**src/rtl/cic_pkg.sv**
```systemverilog
// Shared types and constants for the CIC decimation rate controller.
package cic_pkg;

    localparam int unsigned OS_W  = 3;
    localparam int unsigned CNT_W = (1 << OS_W) - 1;

    typedef logic [OS_W-1:0]  os_sel_t;
    typedef logic [CNT_W-1:0] cnt_t;

    localparam os_sel_t MAX_OS = os_sel_t'(5);
    localparam os_sel_t OS_RST = os_sel_t'(2);

    typedef enum logic [1:0] {
        StIdle,
        StFlush,
        StWarmup,
        StRun
    } ctrl_state_e;

    // Decimation ratio minus one: the last value the divider counter reaches.
    function automatic cnt_t ratio_m1(input os_sel_t os);
        return cnt_t'((32'd1 << os) - 32'd1);
    endfunction

endpackage

```
**src/rtl/cic_rate_div.sv**
```systemverilog
// Decimation-rate divider: wraps a counter every 2**os_sel cycles, producing the
// rate strobe and the divided-clock level.
module cic_rate_div
    import cic_pkg::*;
(
    input  logic    clk,
    input  logic    reset,
    input  logic    run,
    input  os_sel_t os_sel,
    output logic    dec_stb,
    output logic    dec_stb_nxt,
    output logic    div_lvl
);

    cnt_t cnt_q, cnt_d;
    logic dec_stb_q, dec_stb_d;
    logic div_lvl_q, div_lvl_d;

    always_comb begin
        cnt_d     = '0;
        dec_stb_d = 1'b0;
        div_lvl_d = 1'b0;
        if (run) begin
            dec_stb_d = (cnt_q == ratio_m1(os_sel));
            cnt_d     = dec_stb_d ? '0 : cnt_q + cnt_t'(1);
            // Upper half of the period; never true for os_sel == 0.
            div_lvl_d = (cnt_q > (ratio_m1(os_sel) >> 1));
        end
    end

    always_ff @(posedge clk) begin
        if (reset) begin
            cnt_q     <= '0;
            dec_stb_q <= 1'b0;
            div_lvl_q <= 1'b0;
        end else begin
            cnt_q     <= cnt_d;
            dec_stb_q <= dec_stb_d;
            div_lvl_q <= div_lvl_d;
        end
    end

    assign dec_stb     = dec_stb_q;
    assign dec_stb_nxt = dec_stb_d;
    assign div_lvl     = div_lvl_q;

endmodule

```
**src/rtl/cic_rate_ctrl.sv**
```systemverilog
// CIC decimator sequencing: os_sel handshake, filter clear/flush, pipeline warm-up
// and gating of output-valid onto the decimated-rate strobe.
module cic_rate_ctrl
    import cic_pkg::*;
#(
    parameter int unsigned NSTAGE    = 4,
    parameter int unsigned FLUSH_CYC = 4
) (
    input  logic            clk,
    input  logic            reset,
    input  logic            enable,
    input  logic [OS_W-1:0] os_req,
    input  logic            os_req_valid,
    output logic            os_req_ready,
    output logic [OS_W-1:0] os_sel,
    output logic            flt_clr,
    output logic            dec_stb,
    output logic            div_lvl,
    output logic            out_valid,
    output logic            busy,
    output logic            os_err
);

    localparam int unsigned FCNT_W = $clog2(FLUSH_CYC + 1);
    localparam int unsigned WCNT_W = $clog2(NSTAGE + 1);

    ctrl_state_e       state_q, state_d;
    logic [FCNT_W-1:0] fcnt_q, fcnt_d;
    logic [WCNT_W-1:0] warm_q, warm_d;
    os_sel_t           os_sel_q, os_sel_d;
    logic              os_err_q, os_err_d;
    logic              ready_q, ready_d;
    logic              flt_clr_q, flt_clr_d;
    logic              out_valid_q, out_valid_d;
    logic              busy_q, busy_d;

    logic accept, req_over, run, run_cur, run_nxt;
    logic stb, stb_nxt;

    always_comb begin
        accept   = os_req_valid && ready_q;
        req_over = (os_req > MAX_OS);

        state_d = state_q;
        unique case (state_q)
            StIdle:   if (enable) state_d = StFlush;
            StFlush:  if (fcnt_q == FCNT_W'(FLUSH_CYC - 1)) state_d = StWarmup;
            StWarmup: if (stb && warm_q == WCNT_W'(NSTAGE - 1)) state_d = StRun;
            StRun:    if (accept) state_d = StFlush;
            default:  state_d = StIdle;
        endcase
        if (!enable) state_d = StIdle;

        os_sel_d = os_sel_q;
        os_err_d = os_err_q;
        if (accept) begin
            os_sel_d = req_over ? MAX_OS : os_req;
            os_err_d = os_err_q | req_over;
        end

        // Counter only advances across cycles that stay in WARMUP/RUN, so every
        // (re)start begins at cnt == 0 and no strobe leaks into IDLE or FLUSH.
        run_cur = (state_q == StWarmup) || (state_q == StRun);
        run_nxt = (state_d == StWarmup) || (state_d == StRun);
        run     = run_cur && run_nxt;

        fcnt_d = '0;
        if (state_q == StFlush && state_d == StFlush) fcnt_d = fcnt_q + FCNT_W'(1);

        warm_d = '0;
        if (state_q == StWarmup && state_d == StWarmup) begin
            warm_d = stb ? warm_q + WCNT_W'(1) : warm_q;
        end

        flt_clr_d   = (state_d == StFlush);
        busy_d      = (state_d == StFlush) || (state_d == StWarmup);
        ready_d     = (state_d == StIdle) || (state_d == StRun);
        out_valid_d = (state_d == StRun) && stb_nxt;
    end

    always_ff @(posedge clk) begin
        if (reset) begin
            state_q     <= StIdle;
            fcnt_q      <= '0;
            warm_q      <= '0;
            os_sel_q    <= OS_RST;
            os_err_q    <= 1'b0;
            ready_q     <= 1'b1;
            flt_clr_q   <= 1'b0;
            out_valid_q <= 1'b0;
            busy_q      <= 1'b0;
        end else begin
            state_q     <= state_d;
            fcnt_q      <= fcnt_d;
            warm_q      <= warm_d;
            os_sel_q    <= os_sel_d;
            os_err_q    <= os_err_d;
            ready_q     <= ready_d;
            flt_clr_q   <= flt_clr_d;
            out_valid_q <= out_valid_d;
            busy_q      <= busy_d;
        end
    end

    cic_rate_div u_div (
        .clk         (clk),
        .reset       (reset),
        .run         (run),
        .os_sel      (os_sel_q),
        .dec_stb     (stb),
        .dec_stb_nxt (stb_nxt),
        .div_lvl     (div_lvl)
    );

    assign os_req_ready = ready_q;
    assign os_sel       = os_sel_q;
    assign flt_clr      = flt_clr_q;
    assign dec_stb      = stb;
    assign out_valid    = out_valid_q;
    assign busy         = busy_q;
    assign os_err       = os_err_q;

endmodule

```
**config.mk**
```make
export PLATFORM = sky130hd
export DESIGN_NAME = cic_rate_ctrl
export DESIGN_NICKNAME = d
export VERILOG_FILES = /design/src/rtl/cic_pkg.sv /design/src/rtl/cic_rate_div.sv /design/src/rtl/cic_rate_ctrl.sv
export SDC_FILE = /design/constraint.sdc
export NUM_CORES = 1
export LEC_CHECK = 0
export ABC_AREA = 1
export BUFFER_PORTS_ARGS = -buffer_cell sky130_fd_sc_hd__buf_2
export CORE_ASPECT_RATIO = 1.5
export CORE_MARGIN = 10
export CORE_UTILIZATION = 50
export CTS_CLUSTER_SIZE = 10
export DETAILED_ROUTE_END_ITERATION = 8
export PLACE_DENSITY = 0.71
export SYNTH_ARGS = -nofsm -noshare
export SYNTH_HDL_FRONTEND = slang
export SYNTH_SLANG_ARGS = --single-unit
```
**constraint.sdc**
```tcl
create_clock -name clk -period 2.1 [get_ports clk]
set_input_delay 0.105 -clock clk [delete_from_list [all_inputs] [get_ports clk]]
set_output_delay 0.105 -clock clk [all_outputs]
set_load 0.005 [all_outputs]
```
* Word level (Yosys, flattened, before mapping)
Cells that the tools add are included.
** Word-level totals
- Register bits :: 25
- Input bits :: 7
- Output and inout bits :: 10
- Word-level logic and storage cells :: 55
** Operators by class
- Add/subtract/negate cells :: 4
- $lt $le $gt $ge :: 2
- Eq/ne operators :: 9
- Shift operators :: 1
- Multiplexer cells :: 7
- Bitwise gates (word level) :: 4
- Reductions and logical operators :: 16
** Operator list (number)
- == test 2 bit (second input constant) :: 4
- two-way mux 2 bit :: 4
- one-hot mux 2 bit (4 select lines) :: 1
- adder 7 x 1 -> 7 bit (second input constant) :: 1
- == test 7 bit :: 1
- greater-than comparator 7 x 6 -> 1 bit :: 1
- left shift 1 x 3 -> 7 bit (first input constant) :: 1
- subtractor 7 x 1 -> 7 bit (second input constant) :: 1
- adder 3 x 1 -> 3 bit (second input constant) :: 2
- == test 3 x 2 -> 1 bit (second input constant) :: 2
- logical AND 1 bit :: 6
- OR reduction 2 bit :: 3
- == test 2 x 1 -> 1 bit (second input constant) :: 2
- zero test 2 bit :: 2
- logical OR 1 bit :: 4
- greater-than comparator 3 bit (second input constant) :: 1
- two-way mux 3 bit :: 1
- NOT 1 bit :: 3
- OR reduction 3 bit :: 1
- two-way mux 1 bit :: 1
- bitwise OR 1 bit :: 1

* Longest topological paths before layout
- Word-level depth :: 10
- Depth in mapped cells :: 12
- Depth with buffers taken out :: 12

* Cells and area by module
A second synthesis with hierarchy kept.
** Second synthesis, totals
- Cell total of the unflattened synthesis :: 182
- Area, all modules :: 1320.0 µm²
** Modules (own cells, without submodules)
- cic_rate_ctrl :: times used 1, cells an instance 82, area each 669.4 µm², seq. area each 320.3 µm²
- cic_rate_div :: times used 1, cells an instance 100, area each 650.6 µm², seq. area each 180.2 µm²

* Worst setup path after synthesis
No wires, ideal clock.
- Kind :: register to register
- From :: register warm_q[0]
- To :: register u_div.div_lvl_q, in the netlist u_div.div_lvl
- Library setup time :: 70 ps
- Arrival :: 1644 ps
- Required time :: 2030 ps
- Slack :: 386 ps
- Cell stages (with the launch flop) :: 12
- Path buffers :: 0
- Clock period less this slack :: 1714 ps
- Path through :: dfxtp_1 ha_1 ha_1 nand2_1 nand2_1 and3_1 inv_1 ha_1 nor2_1 nor2_1 o21ai_0 a21oi_1
** Between the ends
- Longest elaborated chain between the ends :: 10
- Elaborated cells between the ends (all ways) :: 11
- Those cells by class :: 3 x eq/ne; 3 x mux; 1 x bitwise; 4 x reduce/logical
** Ends and longest elaborated chain
- start: declaration :: line cic_rate_ctrl.sv:29 : logic [WCNT_W-1:0] warm_q, warm_d;
- start signal: assignment :: line cic_rate_ctrl.sv:95 : warm_q <= warm_d;
- == test 3 x 2 -> 1 bit * :: line cic_rate_ctrl.sv:48 : StWarmup: if (stb && warm_q == WCNT_W'(NSTAGE - 1)) state_d = StRun;
- logical AND 1 bit * :: line cic_rate_ctrl.sv:48
- two-way mux 2 bit * :: line cic_rate_ctrl.sv:48
- one-hot mux 2 bit (4 select lines) * :: line cic_rate_ctrl.sv:45 : unique case (state_q)
- two-way mux 2 bit * :: line cic_rate_ctrl.sv:52 : if (!enable) state_d = StIdle;
- via state_d[0] :: line cic_rate_ctrl.sv:27 : ctrl_state_e state_q, state_d;
- == test 2 bit :: line cic_rate_ctrl.sv:64 : run_nxt = (state_d == StWarmup) || (state_d == StRun);
- logical OR 1 bit * :: line cic_rate_ctrl.sv:64
- logical AND 1 bit * :: line cic_rate_ctrl.sv:65 : run = run_cur && run_nxt;
- NOT 1 bit (no source line) *
- OR reduction 2 bit (no source line) *
- end signal: assignment :: line cic_rate_div.sv:39 : div_lvl_q <= div_lvl_d;
- end: declaration :: line cic_rate_div.sv:17 : logic div_lvl_q, div_lvl_d;
Mark *: on every way through the listed nets, which the timed path passes. The rest lies on a longest branch.
A chain may end at the register's enable or synchronous reset.

* Final worst setup path
Same ends and word-level chain as after synthesis.

==> flow_metrics.py <==
metrics = {
    "clock_network": {
        "htree_levels": 1,
        "cts_tree": "yes",
        "clk_pin_slew_ns": 0.13,
        "cts_buffer_depth": 2,
        "cts-root-buf": "clkbuf_4",
        "cts-buffers-inserted": 3,
        "cts_resized": 0,
        "hold_buffers": 0,
        "cts_sinks": 25,
        "insertion_delay_ns": 0.31,
        "cts_setup_buffers": 0,
    },
    "run": {
        "max_cap_violations": 0,
    },
    "drt": {
        "drc": 0,
        "wire_per_inst_um": 11.5,
        "drtPass1Iterations": 4,
        "viasPerCell": 5.06,
        "vias": 1093,
        "drt_first_iter_violations": 26,
        "drt-total-wl_um": 2490,
        "ant_nets": 0,
    },
    "logic_synthesis": {
        "yosysWarnings": 0,
        "netlist_top_cells_count": "nand2_1, inv_1, dfxtp_1, nor2_1, ha_1",
        "yosysUniqueCellTypes": 23,
        "ys_seq_elements": 25,
        "avgSynthCellArea_sq_um": 7.46,
        "synth_top_area_share_pct": 38.6,
        "syn-num-nets": 195,
        "post-synth-top-area-cell": "dfxtp_1",
        "syn_inst": 174,
        "async_flop_share_pct": 0,
        "synth_ff_type": "dfxtp_1",
        "yosysMostFrequentCell": "nand2_1",
        "synth_seq_area_share_pct": 38.6,
        "synth-edff-count": 0,
        "synth_top_cells_by_area": "dfxtp_1, ha_1, nand2_1",
        "syn_area_sq_um": 1300,
    },
    "placed_design": {
        "dp_slack_ns": 0.214,
        "placed_cell_area_sq_um": 1390,
        "dp_cells": 212,
        "globalplace.congestion": 0.822,
        "io_buffers": 16,
        "dpl.hpwl_um": 2110,
    },
    "final_layout": {
        "fin_area_sq_um": 1420,
        "fillCellCount": 245,
        "final_cell_count_no_fill": 216,
        "multi_input_area_sq_um": 668,
        "fin_nets": 214,
        "drive_above_1_share_pct": 14.1,
        "fin_util_pct": 57.4,
        "diodes": 0,
        "register_area_sq_um": 500,
        "area_growth_pct": 9.55,
    },
    "pwr": {
        "irDropWorstVdd_mv": 0.514,
        "p_per_area_nw_per_um2": 555,
        "total_power_mw": 0.788,
        "p_leak_nw": 0.667,
    },
    "sta": {
        "worstMarginPinSlew_ns": 0.312,
        "setup_viol": 0,
        "hold_violations": 0,
        "period_minus_slack_ns": 1.91,
        "rsz0062_at_grt": "no",
        "skew_ns": 0.00287,
        "whs_ns": 0.0370,
        "slew_violations": 0,
        "relSlewSlack_pct": 79.2,
        "fmax_mhz": 524,
        "fin_tns_setup_ns": 0,
        "period_share_pct": 90.9,
        "fin_ws_ns": 0.192,
    },
    "die": {
        "die_area_sq_um": 5070,
        "die_w_um": 61.6,
        "ios": 17,
        "initial_core_util_pct": 52.4,
        "num_rows": 22,
        "die_h_um": 82.4,
        "core-area_sq_um": 2480,
    },
    "status": {
        "run_status": "completed",
    },
    "setup_path": {
        "arrival_ns": 2.16,
        "start_kind": "flop",
        "path_max_fanout": 3,
        "critPathKind": "reg -> reg",
        "cp-end-kind": "flop",
        "crit_required_ns": 2.36,
    },
    "global_route": {
        "overflow": 0,
        "grt_pass1_vias": 1077,
        "grt_usage_pct": 11.2,
        "grt_pass1_wl_um": 4390,
        "antenna_found_initial": 0,
        "grt_max_degree": 16,
    },
    "worst_hold_path": {
        "min_path_type": "in -> reg",
    },
}
[layer usage]
layer	global-route usage [%]	wire length, um	share of wire [%]
met1	10.8	990	40
met2	21.2	1420	57
met3	2.75	60	2.4
met4	5.38	24	0.96
met5	0	0	0
[logic make-up (layout without fill, tap and decap cells)]
logic type	Yosys count	in the layout	synth area share [%]
compound gates	15	15	5.88
xor+xnor	6	6	4.05
fa+ha+maj	14	14	13.5
buf+inv	32	50	9.93
flops	25	25	38.6
simple gates	82	82	28.1
[cell type report]
| cell class | count | share of cell area [%] |
|---|---|---|
| clock buffers | 3 | 1.58 |
| inverters | 30 | 7.92 |
| repair buffers | 16 | 5.63 |
| flip-flops and latches | 25 | 35.2 |
| multi-input cells | 117 | 47.0 |
| clock inverters | 1 | 0.528 |
| well taps | 24 | 2.11 |
[worst max-delay path, cell delays in order (launching register included)]
cell and delay [ns]:
dfxtp_1 0.35, ha_1 0.20, ha_1 0.17, nand2_1 0.06, nand2_1 0.04, and3_1 0.20
inv_1 0.09, ha_1 0.17, nor2_1 0.05, nor2_1 0.25, o21ai_0 0.14, a21oi_1 0.13
[power by group]
part	total [mW]	internal (mW)	leakage, nW	switching [mW]
clock network	0.211	0.0726	0.0139	0.139
registers	0.496	0.484	0.203	0.0118
logic	0.0807	0.0323	0.449	0.0484
[state kept, by name (all words and copies together), names as in the netlist]
signal and count:
os_req_ready 1, fcnt_q 3, u_div.div_lvl 1, os_err 1, out_valid 1, u_div.cnt_q 7, warm_q 3, u_div.dec_stb 1
busy 1, flt_clr 1, state_q 2, os_sel 3
[layout by cell type, fill, tap and decap left out]
| cell type | n |
|---|---|
| xnor2_1 | 2 |
| a21oi_1 | 9 |
| nor3_1 | 2 |
| nor2_1 | 25 |
| nand2_4 | 1 |
| buf_2 | 16 |
| o21ai_0 | 5 |
| nand3b_1 | 1 |
| inv_2 | 1 |
| or2_2 | 1 |
| clkinvlp_4 | 1 |
| nand3_1 | 10 |
| and3_1 | 1 |
| nand2_2 | 1 |
| nand3_2 | 2 |
| xor2_1 | 4 |
| dfxtp_1 | 25 |
| a31oi_1 | 1 |
| nor2_2 | 1 |
| inv_1 | 29 |
| nand4_1 | 3 |
| nand2_1 | 34 |
| ha_1 | 14 |
| clkbuf_4 | 3 |
[path summary, 6_finish.rpt]
kind,start,endpoint,slack [ns],depth (start not counted)
setup reg to reg,warm_q[0]$_SDFFE_PP0P_,u_div.div_lvl$_SDFF_PP0_,0.19,11
hold / removal,reset,os_sel[0]$_SDFFE_PP0P_,0.04,2
setup / recovery,warm_q[0]$_SDFFE_PP0P_,u_div.div_lvl$_SDFF_PP0_,0.19,11
hold reg to reg,fcnt_q[0]$_SDFF_PP0_,fcnt_q[0]$_SDFF_PP0_,0.44,1
(Power assumes the default switching activity.)
